### config.mk
export PLATFORM = sky130hd
export DESIGN_NAME = slave_port_sched
export DESIGN_NICKNAME = d
export VERILOG_FILES = /design/src/rtl/slave_port_sched_pkg.sv /design/src/rtl/slave_port_sched_id_fifo.sv /design/src/rtl/slave_port_sched.sv
export SDC_FILE = /design/constraint.sdc
export NUM_CORES = 1
export LEC_CHECK = 0
export BUFFER_PORTS_ARGS = -buffer_cell sky130_fd_sc_hd__buf_4
export CORE_AREA = 2 2 159 161
export CTS_BUF_LIST = sky130_fd_sc_hd__clkbuf_2
export DETAILED_ROUTE_END_ITERATION = 16
export DIE_AREA = 0 0 161 163
export PLACE_DENSITY = 0.4
export REMOVE_ABC_BUFFERS = 1
export SYNTH_ARGS = -nofsm -noshare
export SYNTH_HDL_FRONTEND = slang
export SYNTH_HIERARCHICAL = 1
export SYNTH_SLANG_ARGS = --single-unit
### constraint.sdc
create_clock -name clk -period 2.55 [get_ports clk]
set_input_delay 0.3825 -clock clk [delete_from_list [all_inputs] [get_ports clk]]
set_output_delay 0.3825 -clock clk [all_outputs]
set_load 0.05 [all_outputs]
### src/rtl/slave_port_sched_pkg.sv
// Shared definitions for the slave port scheduler: ID width helper and FSM states.
package slave_port_sched_pkg;

    // Width of an index into n entries; never less than one bit so that
    // single-entry configurations still get a real register.
    function automatic int id_width(input int n);
        return (n <= 2) ? 1 : $clog2(n);
    endfunction

    // Address-phase arbitration states.
    typedef enum logic {
        IDLE     = 1'b0,
        WAIT_GNT = 1'b1
    } sched_state_e;

endpackage

### src/rtl/slave_port_sched_id_fifo.sv
// In-order FIFO of granted master IDs, used to steer responses back to
// the master that owned each address phase.
module sched_id_fifo
    import slave_port_sched_pkg::*;
#(
    parameter int DEPTH = 2,
    parameter int WIDTH = 2
) (
    input  logic                         clk,
    input  logic                         reset,
    input  logic                         push_i,
    input  logic                         pop_i,
    input  logic [WIDTH-1:0]             data_i,
    output logic [WIDTH-1:0]             data_o,
    output logic [$clog2(DEPTH+1)-1:0]   count_o,
    output logic                         empty_o,
    output logic                         full_o
);

    localparam int PW = id_width(DEPTH);
    localparam int CW = $clog2(DEPTH+1);

    logic [WIDTH-1:0] mem_q [DEPTH];
    logic [PW-1:0]    rd_ptr_q, rd_ptr_d;
    logic [PW-1:0]    wr_ptr_q, wr_ptr_d;
    logic [CW-1:0]    count_q, count_d;

    // Pointer advance with wrap at DEPTH (DEPTH need not be a power of two).
    function automatic logic [PW-1:0] wrap_inc(input logic [PW-1:0] p);
        return (p == PW'(DEPTH-1)) ? '0 : p + PW'(1);
    endfunction

    // Next-state for pointers and occupancy; push and pop together keep count.
    always_comb begin
        rd_ptr_d = rd_ptr_q;
        wr_ptr_d = wr_ptr_q;
        count_d  = count_q;
        if (push_i) wr_ptr_d = wrap_inc(wr_ptr_q);
        if (pop_i)  rd_ptr_d = wrap_inc(rd_ptr_q);
        case ({push_i, pop_i})
            2'b10:   count_d = count_q + CW'(1);
            2'b01:   count_d = count_q - CW'(1);
            default: count_d = count_q;
        endcase
    end

    // Pointer and occupancy registers.
    always_ff @(posedge clk) begin
        if (reset) begin
            rd_ptr_q <= '0;
            wr_ptr_q <= '0;
            count_q  <= '0;
        end else begin
            rd_ptr_q <= rd_ptr_d;
            wr_ptr_q <= wr_ptr_d;
            count_q  <= count_d;
        end
    end

    // Storage; contents are only meaningful below the occupancy count.
    always_ff @(posedge clk) begin
        if (push_i) mem_q[wr_ptr_q] <= data_i;
    end

    assign data_o  = mem_q[rd_ptr_q];
    assign count_o = count_q;
    assign empty_o = (count_q == '0);
    assign full_o  = (count_q == CW'(DEPTH));

endmodule

### src/rtl/slave_port_sched.sv
// Shares one OBI-style slave port between several masters: round-robin
// address-phase arbitration with a locked winner while the slave stalls,
// and an ID FIFO that routes each in-order response to its owner.
//
// Handshake: an address phase completes in the cycle where s_req_o and
// s_gnt_i are both high; the matching m_gnt_o bit is raised in that same
// cycle. A response completes in any cycle where s_rvalid_i is high and is
// delivered via a one-cycle m_rvalid_o pulse; there is no response back-pressure.
module slave_port_sched
    import slave_port_sched_pkg::*;
#(
    parameter int MASTERS         = 4,
    parameter int DATA_WIDTH      = 32,
    parameter int ADDR_WIDTH      = 10,
    parameter int MAX_OUTSTANDING = 2
) (
    input  logic                                  clk,
    input  logic                                  reset,
    input  logic [MASTERS-1:0]                    m_req_i,
    input  logic [MASTERS*ADDR_WIDTH-1:0]         m_addr_i,
    input  logic [MASTERS-1:0]                    m_we_i,
    input  logic [MASTERS*DATA_WIDTH/8-1:0]       m_be_i,
    input  logic [MASTERS*DATA_WIDTH-1:0]         m_wdata_i,
    output logic [MASTERS-1:0]                    m_gnt_o,
    output logic [MASTERS-1:0]                    m_rvalid_o,
    output logic [MASTERS*DATA_WIDTH-1:0]         m_rdata_o,
    output logic                                  s_req_o,
    output logic [ADDR_WIDTH-1:0]                 s_addr_o,
    output logic                                  s_we_o,
    output logic [DATA_WIDTH/8-1:0]               s_be_o,
    output logic [DATA_WIDTH-1:0]                 s_wdata_o,
    input  logic                                  s_gnt_i,
    input  logic                                  s_rvalid_i,
    input  logic [DATA_WIDTH-1:0]                 s_rdata_i,
    output logic [$clog2(MAX_OUTSTANDING+1)-1:0]  outstanding_o,
    output logic                                  proto_err_o
);

    localparam int MIDW = id_width(MASTERS);
    localparam int BEW  = DATA_WIDTH/8;

    sched_state_e    state_q, state_d;
    logic [MIDW-1:0] ptr_q, ptr_d;
    logic [MIDW-1:0] lock_q, lock_d;
    logic            err_q, err_d;

    logic [MIDW-1:0] rr_win;
    logic [MIDW-1:0] sel;
    logic            s_req;
    logic            gnt_hit;
    logic            push;
    logic            pop;
    logic [MIDW-1:0] head_id;
    logic            fifo_empty;
    logic            fifo_full;

    // First requester at or after ptr, wrapping; scanning from the far end
    // down leaves the nearest match as the final assignment.
    function automatic logic [MIDW-1:0] rr_pick(input logic [MASTERS-1:0] req,
                                                input logic [MIDW-1:0]    ptr);
        int idx;
        logic [MIDW-1:0] pick;
        pick = '0;
        for (int i = MASTERS-1; i >= 0; i--) begin
            idx = (int'(ptr) + i) % MASTERS;
            if (req[idx]) pick = MIDW'(idx);
        end
        return pick;
    endfunction

    function automatic logic [MIDW-1:0] next_id(input logic [MIDW-1:0] id);
        return (id == MIDW'(MASTERS-1)) ? '0 : id + MIDW'(1);
    endfunction

    // Arbitration FSM: next state, pointer/lock updates and address-phase controls.
    always_comb begin
        state_d = state_q;
        ptr_d   = ptr_q;
        lock_d  = lock_q;
        err_d   = err_q;
        s_req   = 1'b0;
        sel     = '0;
        gnt_hit = 1'b0;
        push    = 1'b0;
        rr_win  = rr_pick(m_req_i, ptr_q);
        case (state_q)
            IDLE: begin
                // fifo_full is registered, so a same-cycle response cannot
                // open a slot: no rvalid-to-req combinational path.
                if (!fifo_full && (|m_req_i)) begin
                    s_req = 1'b1;
                    sel   = rr_win;
                    if (s_gnt_i) begin
                        gnt_hit = 1'b1;
                        push    = 1'b1;
                        ptr_d   = next_id(rr_win);
                    end else begin
                        lock_d  = rr_win;
                        state_d = WAIT_GNT;
                    end
                end
            end
            WAIT_GNT: begin
                sel = lock_q;
                if (m_req_i[lock_q]) begin
                    s_req = 1'b1;
                    if (s_gnt_i) begin
                        gnt_hit = 1'b1;
                        push    = 1'b1;
                        ptr_d   = next_id(lock_q);
                        state_d = IDLE;
                    end
                end else begin
                    // Locked master withdrew before the grant.
                    err_d   = 1'b1;
                    state_d = IDLE;
                end
            end
            default: state_d = IDLE;
        endcase
        if (s_rvalid_i && fifo_empty) err_d = 1'b1;
        if (reset) begin
            s_req   = 1'b0;
            gnt_hit = 1'b0;
            push    = 1'b0;
        end
    end

    // FSM, pointer, lock and sticky error registers.
    always_ff @(posedge clk) begin
        if (reset) begin
            state_q <= IDLE;
            ptr_q   <= '0;
            lock_q  <= '0;
            err_q   <= 1'b0;
        end else begin
            state_q <= state_d;
            ptr_q   <= ptr_d;
            lock_q  <= lock_d;
            err_q   <= err_d;
        end
    end

    assign pop = s_rvalid_i && !fifo_empty && !reset;

    sched_id_fifo #(
        .DEPTH (MAX_OUTSTANDING),
        .WIDTH (MIDW)
    ) u_id_fifo (
        .clk     (clk),
        .reset   (reset),
        .push_i  (push),
        .pop_i   (pop),
        .data_i  (sel),
        .data_o  (head_id),
        .count_o (outstanding_o),
        .empty_o (fifo_empty),
        .full_o  (fifo_full)
    );

    // Per-master grant/response steering and gated slave-side field mux.
    always_comb begin
        m_gnt_o    = '0;
        m_rvalid_o = '0;
        s_addr_o   = '0;
        s_we_o     = 1'b0;
        s_be_o     = '0;
        s_wdata_o  = '0;
        for (int i = 0; i < MASTERS; i++) begin
            if (gnt_hit && (sel == MIDW'(i)))  m_gnt_o[i]    = 1'b1;
            if (pop && (head_id == MIDW'(i)))  m_rvalid_o[i] = 1'b1;
            if (s_req && (sel == MIDW'(i))) begin
                s_addr_o  = m_addr_i[i*ADDR_WIDTH +: ADDR_WIDTH];
                s_we_o    = m_we_i[i];
                s_be_o    = m_be_i[i*BEW +: BEW];
                s_wdata_o = m_wdata_i[i*DATA_WIDTH +: DATA_WIDTH];
            end
        end
    end

    assign s_req_o     = s_req;
    assign m_rdata_o   = {MASTERS{s_rdata_i}};
    assign proto_err_o = err_q;

endmodule
# Yosys cells after proc, flatten, opt, wreduce, memory -nomap -nowiden
# Memories as Yosys holds them, arrays and structs flattened. A register that Yosys moved wholly into a read port is not among the register bits.
# Index checks and enable logic that the tools add are counted.
# W data, S select, Z words.
op_classes:
  add_sub_neg: 9
  order_cmp: 5
  n_eq_ne: 16
  mux: 73
  bitwise: 5
  reduce_logical: 31
op_table:
  columns: ["op", "n"]
  rows:
  - ["$mux W32", 4]
  - ["$mux W10", 4]
  - ["$mux W1", 39]
  - ["$mux W2", 11]
  - ["$eq A2 B2 Y1 const B", 8]
  - ["$logic_and A1 B1 Y1", 16]
  - ["$mux W4", 4]
  - ["$lt A3 B4 Y1 const B", 3]
  - ["$pmux W2 S2", 3]
  - ["$bmux W1 S2", 5]
  - ["$add A2 B1 Y2 const B", 4]
  - ["$eq A2 B1 Y1 const B", 3]
  - ["$logic_not A2 Y1", 3]
  - ["$lt A2 B3 Y1 const B", 2]
  - ["$ne A2 B2 Y1 const B", 3]
  - ["$pmux W1 S2", 3]
  - ["$reduce_or A2 Y1", 3]
  - ["$add A2 B2 Y2 const B", 2]
  - ["$ne A2 B1 Y1 const B", 2]
  - ["$reduce_and A4 Y1", 1]
  - ["$reduce_bool A2 Y1", 2]
  - ["$reduce_or A4 Y1", 1]
  - ["$and A1 B1 Y1 const A", 3]
  - ["$logic_not A1 Y1", 3]
  - ["5 further kinds", 7]
totals:
  regBits: 10
  mem_bits_rw: 4
  in_bits: 228
  out_inout_bits: 187
  n_memories: 1
mem_list:
  columns: ["name", "words", "word_bits", "read_ports", "rd_ports_with_merged_regs", "write_ports", "line", "text"]
  rows:
  - ["u_id_fifo.mem_q", 2, 2, 1, 1, 1, "slave_port_sched_id_fifo.sv:23", "logic [WIDTH-1:0] mem_q [DEPTH];"]

# Logic depth before layout (Yosys ltp)
logic_depth:
  word_depth: 18
  depth_mapped: 10
  depth_no_buf: 10

# Modules after synthesis
# The synthesis kept the hierarchy.
by_module_without_submodules:
  columns: ["module", "n_inst", "cells_each", "area_each_um2", "seq_area_each_um2"]
  rows:
  - ["slave_port_sched", 1, 487, 3151.8, 120.1]
  - ["sched_id_fifo", 1, 28, 347.8, 220.2]

# Least setup slack after synthesis
# No wires, ideal clock.
synth_path:
  kind: "input -> output"
  start: "input port m_req_i[3]"
  end: "output port m_gnt_o[0]"
  t_arrival_ns: 3.024
  required_ns: 2.168
  setup_slack_ns: -0.856
  path_stages: 7
  path_buffers: 2
  cell_sequence: "or4_4 nand2_4 o31a_1 buf_4 inv_2 buf_2 nor4_1"
synth_via:
  elab_chain_len: 12
  word_cells_on_any_way: 28
  classes_between: "mux: 24; reduce/logical: 4"
synth_lines:
  columns: ["element", "line", "text"]
  rows:
  - ["from (decl)", "slave_port_sched.sv:19", "input logic [MASTERS-1:0] m_req_i,"]
  - ["$bmux W1 S2", "slave_port_sched.sv:66", "if (req[idx]) pick = MIDW'(idx);"]
  - ["$mux W1 (implied by the code) (2 in series)", "slave_port_sched.sv:66", null]
  - ["$mux W2 (4 in series)", "slave_port_sched.sv:66", null]
  - ["$mux W2 (*)", "slave_port_sched.sv:90", "if (!fifo_full && (|m_req_i)) begin"]
  - ["$pmux W2 S2 (*)", "slave_port_sched.sv:86", "case (state_q)"]
  - ["via sel[1]", "slave_port_sched.sv:48", "logic [MIDW-1:0] sel;"]
  - ["$logic_not A2 Y1 (*)", "slave_port_sched.sv:170", "if (gnt_hit && (sel == MIDW'(i))) m_gnt_o[i] = 1'b1;"]
  - ["$logic_and A1 B1 Y1 (*)", "slave_port_sched.sv:170", null]
  - ["$mux W1 (*)", "slave_port_sched.sv:170", null]
  - ["to (decl)", "slave_port_sched.sv:24", "output logic [MASTERS-1:0] m_gnt_o,"]
# The timed path passes the listed nets; every way through them passes the cells marked *. The select of a mux whose other input is x is not followed.

# Worst setup path after layout
layout_path:
  start: "register u_id_fifo.count_q[0] (netlist: u_id_fifo/count_o[0])"
  end: "output port s_wdata_o[24]"
layout_via:
  elab_chain_len: 11
  word_cells_on_any_way: 20
  classes_between: "eq/ne: 4; mux: 9; reduce/logical: 7"
layout_lines:
  columns: ["element", "line", "text"]
  rows:
  - ["from (decl)", "slave_port_sched_id_fifo.sv:26", "logic [CW-1:0] count_q, count_d;"]
  - ["from (signal assigned)", "slave_port_sched_id_fifo.sv:56", "count_q <= count_d;"]
  - ["$eq A2 B2 Y1 (*)", "slave_port_sched_id_fifo.sv:68", "assign full_o = (count_q == CW'(DEPTH));"]
  - ["via fifo_full", "slave_port_sched.sv:55", "logic fifo_full;"]
  - ["$logic_not A1 Y1 (*)", "slave_port_sched.sv:90", null]
  - ["$logic_and A1 B1 Y1 (*)", "slave_port_sched.sv:90", null]
  - ["$mux W1 / $mux W2 (equally long branches)", "slave_port_sched.sv:90", null]
  - ["$pmux W1 S2 / $pmux W2 S2 (equally long branches)", "slave_port_sched.sv:86", null]
  - ["$mux W1 / $logic_not A2 Y1 (equally long branches)", "slave_port_sched.sv:122, slave_port_sched.sv:172", null]
  - ["$logic_and A1 B1 Y1", "slave_port_sched.sv:172", "if (s_req && (sel == MIDW'(i))) begin"]
  - ["$mux W32 (3 in series)", "slave_port_sched.sv:172", null]
  - ["$mux W32 (*)", "slave_port_sched.sv:172", null]
  - ["to (decl)", "slave_port_sched.sv:31", "output logic [DATA_WIDTH-1:0] s_wdata_o,"]
# The timed path passes the listed nets; every way through them passes the cells marked *.

==> results.md <==
* Status: finished with violations
* Violated checks: setup timing
* Drc violations at 0
* Number of enable-type register cells in the synthesized netlist at 4
* Standard cell area after detailed placement at 5160 µm²
* CTS tree: built
* Part of the total power dissipated in sequential elements at 0.105
* Via count of the first global-routing pass at 4553
* Number of filler instances in the final layout at 2738
* Share of final-layout standard cells stronger than drive strength 1 at 0.622
* Maximum fanout along the worst path at 6
* Count of clock tree sinks at 15
* Sequential standard cell area at 347 µm²
* Number of buffers added by the clock tree synthesis step at 3
* Core outline area at 24700 µm²
* Kind of end point of the critical path: primary output
* Type of the worst setup path: reg2out
* Reg2reg end: u_id_fifo/count_o[1]
* Remaining number of nets flagged by the antenna check after routing at 0
* Drt wl/cell at 21.5 µm
* Launch point of the worst reg-to-reg path: lock_q[0]
* Tcrit/Tclk final at 1.07
* GRT Total Usage at 0.148
* Final antenna diode count at 0
* Leakage at 2.55 nW
* Area enclosed by the die boundary at around 26000 µm²
* Wire length of the first global-routing pass at 29800 µm
* Final Instance Count excl. Fillers at 994
* Setup Slack @ Placement at -0.0639 ns
* Post-Synthesis Cell Area at 3500 µm²
* Std cell rows at 58
* Worst hold-check path type: in2reg
* Avg Synthesized Cell Area at 6.80 µm²
* PD cells at 440 nW/µm²
* Setup slack of the critical path after layout at -0.180 ns
* GRT overflow at 0
* Path depth of the worst reg2reg path at 8
* Source-to-sink clock delay at the later pin of the worst-skew pair at 0.28 ns
* Master cell of the clock root buffer: clkbuf_2
* Number of top-level pins at approximately 420
* Final-report max-slew violation count at 0
* Number of register bits inferred by synthesis at 15
* Flip-flop cell with the highest count after synthesis: dfxtp_1
* Slew Limit Headroom at 0.672
* Initial cell density of the core at 0.142
* Number of antenna violations at the first check in global routing at 0
* Critical Path RT at between 2 and 2.5 ns
* Avg Vias per Cell at 4.71
* R2R Setup Slk at 0.17 ns
* Most frequent cells in the layout: 237 x buf_4, 141 x nand4_1, 58 x buf_6
* Final critical path time including I/O delays and setup at roughly 2.7 ns
* Final count of hold timing violations at 0
* Cell Int Power at 1.32 mW
* Most common cell after layout, fill and taps aside: buf_4
* Total setup violations reported at the end of the flow at 49
* Unrepaired setup endpoints after global routing: true
* Width of the die at 161 µm
* Post-synthesis async set-or-reset flop share at 0
* Total non-filler cell area in the finished layout at ~6200 µm²
* DP Cell Count at 972
* Drt first pass iters at 4
* Startpoint type of the worst setup path: flop
* Proportion of synthesized chip area in sequential cells at 0.0972
* Actual transition at the worst max-transition pin at 0.487 ns
* Layout Nets at 895
* Arrival time at the worst endpoint at 2.35 ns
* Skew final at about 0.0028 ns
* # H-tree levels at 1
* Peak supply drop at 0.000238 V
* Chip height at 163 µm
* Start point of the worst min-delay path: s_gnt_i
* Max-cap violations at 0
* Routability-driven placement congestion ratio at 0.887
* Area Overhead vs Synth at 76.7%
* Number of instances in the synthesized netlist at 515
* Distinct cells, synth at 46
* Total length of routed wires at 21300 µm
* Clock network power share at 0.044
* Combinational Power Share at 0.852
* Clock transition at path regs at roughly 0.15 ns
* Violation count after the first detailed-route iteration at 259
* Maximum number of pins on one net before global-route repair at between 50 and 60
* Final HPWL from detailed placement at 16500 µm
* Endpoint with the worst hold slack: state_q
* Area used by multi-input combinational logic at 2300 µm²
* Number of I/O port buffers at 254
* Number of synthesis warnings at 6
* Maximum root-to-sink buffer count at 2
* Hold Path Depth at 2
* F_max at 366 MHz
* Switching part of the total at 0.515
* Vias at 4684
* Net switching power at 1.40 mW
[power groups by stage]
| stage | combinational, mW | clock (mW) | sequential, mW |
|---|---|---|---|
| detailed placement | 1.88 | 0 | 0.287 |
| global placement | 1.90 | 0 | 0.288 |
| CTS | 2.21 | 0.127 | 0.283 |
| floorplan | 0.955 | 0 | 0.310 |
| finish | 2.32 | 0.119 | 0.285 |
| global route | 2.45 | 0.136 | 0.287 |
[per-stage QoR]
step                      power [mW]  setup TNS [ns]   util  hold WS, ns
final                           2.72           -5.30  0.251        0.319
after global routing            2.87          -11.31  0.251        0.301
after floorplan                 1.27         -150.61      -        0.452
after CTS                       2.62           -5.88  0.235        0.292
after global placement          2.19          -0.246  0.209        0.494
after detailed placement        2.17          -0.452  0.209        0.499
[Yosys cell counts, types with 2 or more instances]
cell,count,area (µm²)
mux2i_1,2,20.0
nor3_1,3,15.0
or3_1,2,12.5
buf_6,3,33.8
buf_1,3,11.3
a21oi_1,5,25.0
dfxtp_1,11,220
xnor2_1,3,26.3
nor2_1,13,48.8
and3_1,4,25.0
ha_1,2,25.0
edfxtp_1,4,120
mux2_2,3,33.8
nand2_1,6,22.5
clkbuf_1,25,93.8
o21a_1,3,22.5
and2_1,2,12.5
nor2b_1,2,12.5
buf_4,141,1060
a221oi_1,2,17.5
buf_2,8,40.0
nor3b_1,2,15.0
nand4_1,141,882
o21ai_0,5,25.0
inv_1,5,18.8
nand2b_1,2,12.5
nand3_1,94,470
[layer usage]
metal,track usage,vias to the layer above,share of wire
met5,0.0701,-,0.0079
met4,0.0179,6,0.011
met3,0.105,24,0.17
met2,0.221,338,0.44
met1,0.173,2203,0.38
li1,-,2113,-
[final cells by class]
| cell class | count | area share |
|---|---|---|
| Timing Repair Buffer | 325 | 0.497 |
| Tap cell | 330 | 0.0668 |
| Multi-Input combinational cell | 313 | 0.372 |
| Sequential cell | 15 | 0.0561 |
| Inverter | 7 | 0.00506 |
| Clock buffer | 4 | 0.00324 |
[flip-flops by register name (all words and copies together), names as in the netlist, named ones only]
| register | cells |
|---|---|
| lock_q | 2 |
| proto_err_o | 1 |
| ptr_q | 2 |
| state_q | 1 |
| u_id_fifo/count_o | 2 |
| u_id_fifo/mem_q | 4 |
| u_id_fifo/rd_ptr_q | 1 |
| u_id_fifo/wr_ptr_q | 1 |
[critical path, cell delays in order (launching register included)]
cell and delay (ns):
dfxtp_2 0.35, and2b_2 0.23, nor2_4 0.15, nand2_4 0.07, buf_6 0.13, a221oi_4 0.30, buf_6 0.19, buf_12 0.14
buf_12 0.13, nand3_4 0.07, nand4_1 0.13, buf_6 0.17
[logic make-up after synthesis]
family,after synthesis,share of synthesized area
buf+inv,187,0.361
compound gates,24,0.0504
fa+ha+maj,2,0.00715
xor+xnor,4,0.0100
flops,15,0.0972
mux,6,0.0218
simple gates,277,0.452
[worst max path at each step]
stage          depth (start not counted)             to            startpoint  slack, ns
5_1_grt                               11  s_wdata_o[23]  u_id_fifo/count_o[0]      -0.29
2_1_floorplan                          5     m_gnt_o[0]            m_req_i[3]      -3.57
6_report                              11  s_wdata_o[24]  u_id_fifo/count_o[0]      -0.18
3_3_place_gp                          10  s_wdata_o[24]            m_req_i[2]      -0.06
4_1_cts                               11  s_wdata_o[23]  u_id_fifo/count_o[0]      -0.16
3_5_place_dp                          10  s_wdata_o[24]            m_req_i[2]      -0.06
[what timing repair did]
| action | CTS | global route |
|---|---|---|
| hold buffers | 0 | 0 |
| resized for setup | 96 | 62 |
| gates cloned | 6 | 2 |
| setup buffers | 7 | 4 |
| pin swaps | 37 | 55 |
| setup endpoints to repair | 51 | 52 |
No activity file was read; power rests on OpenSTA's default activity.
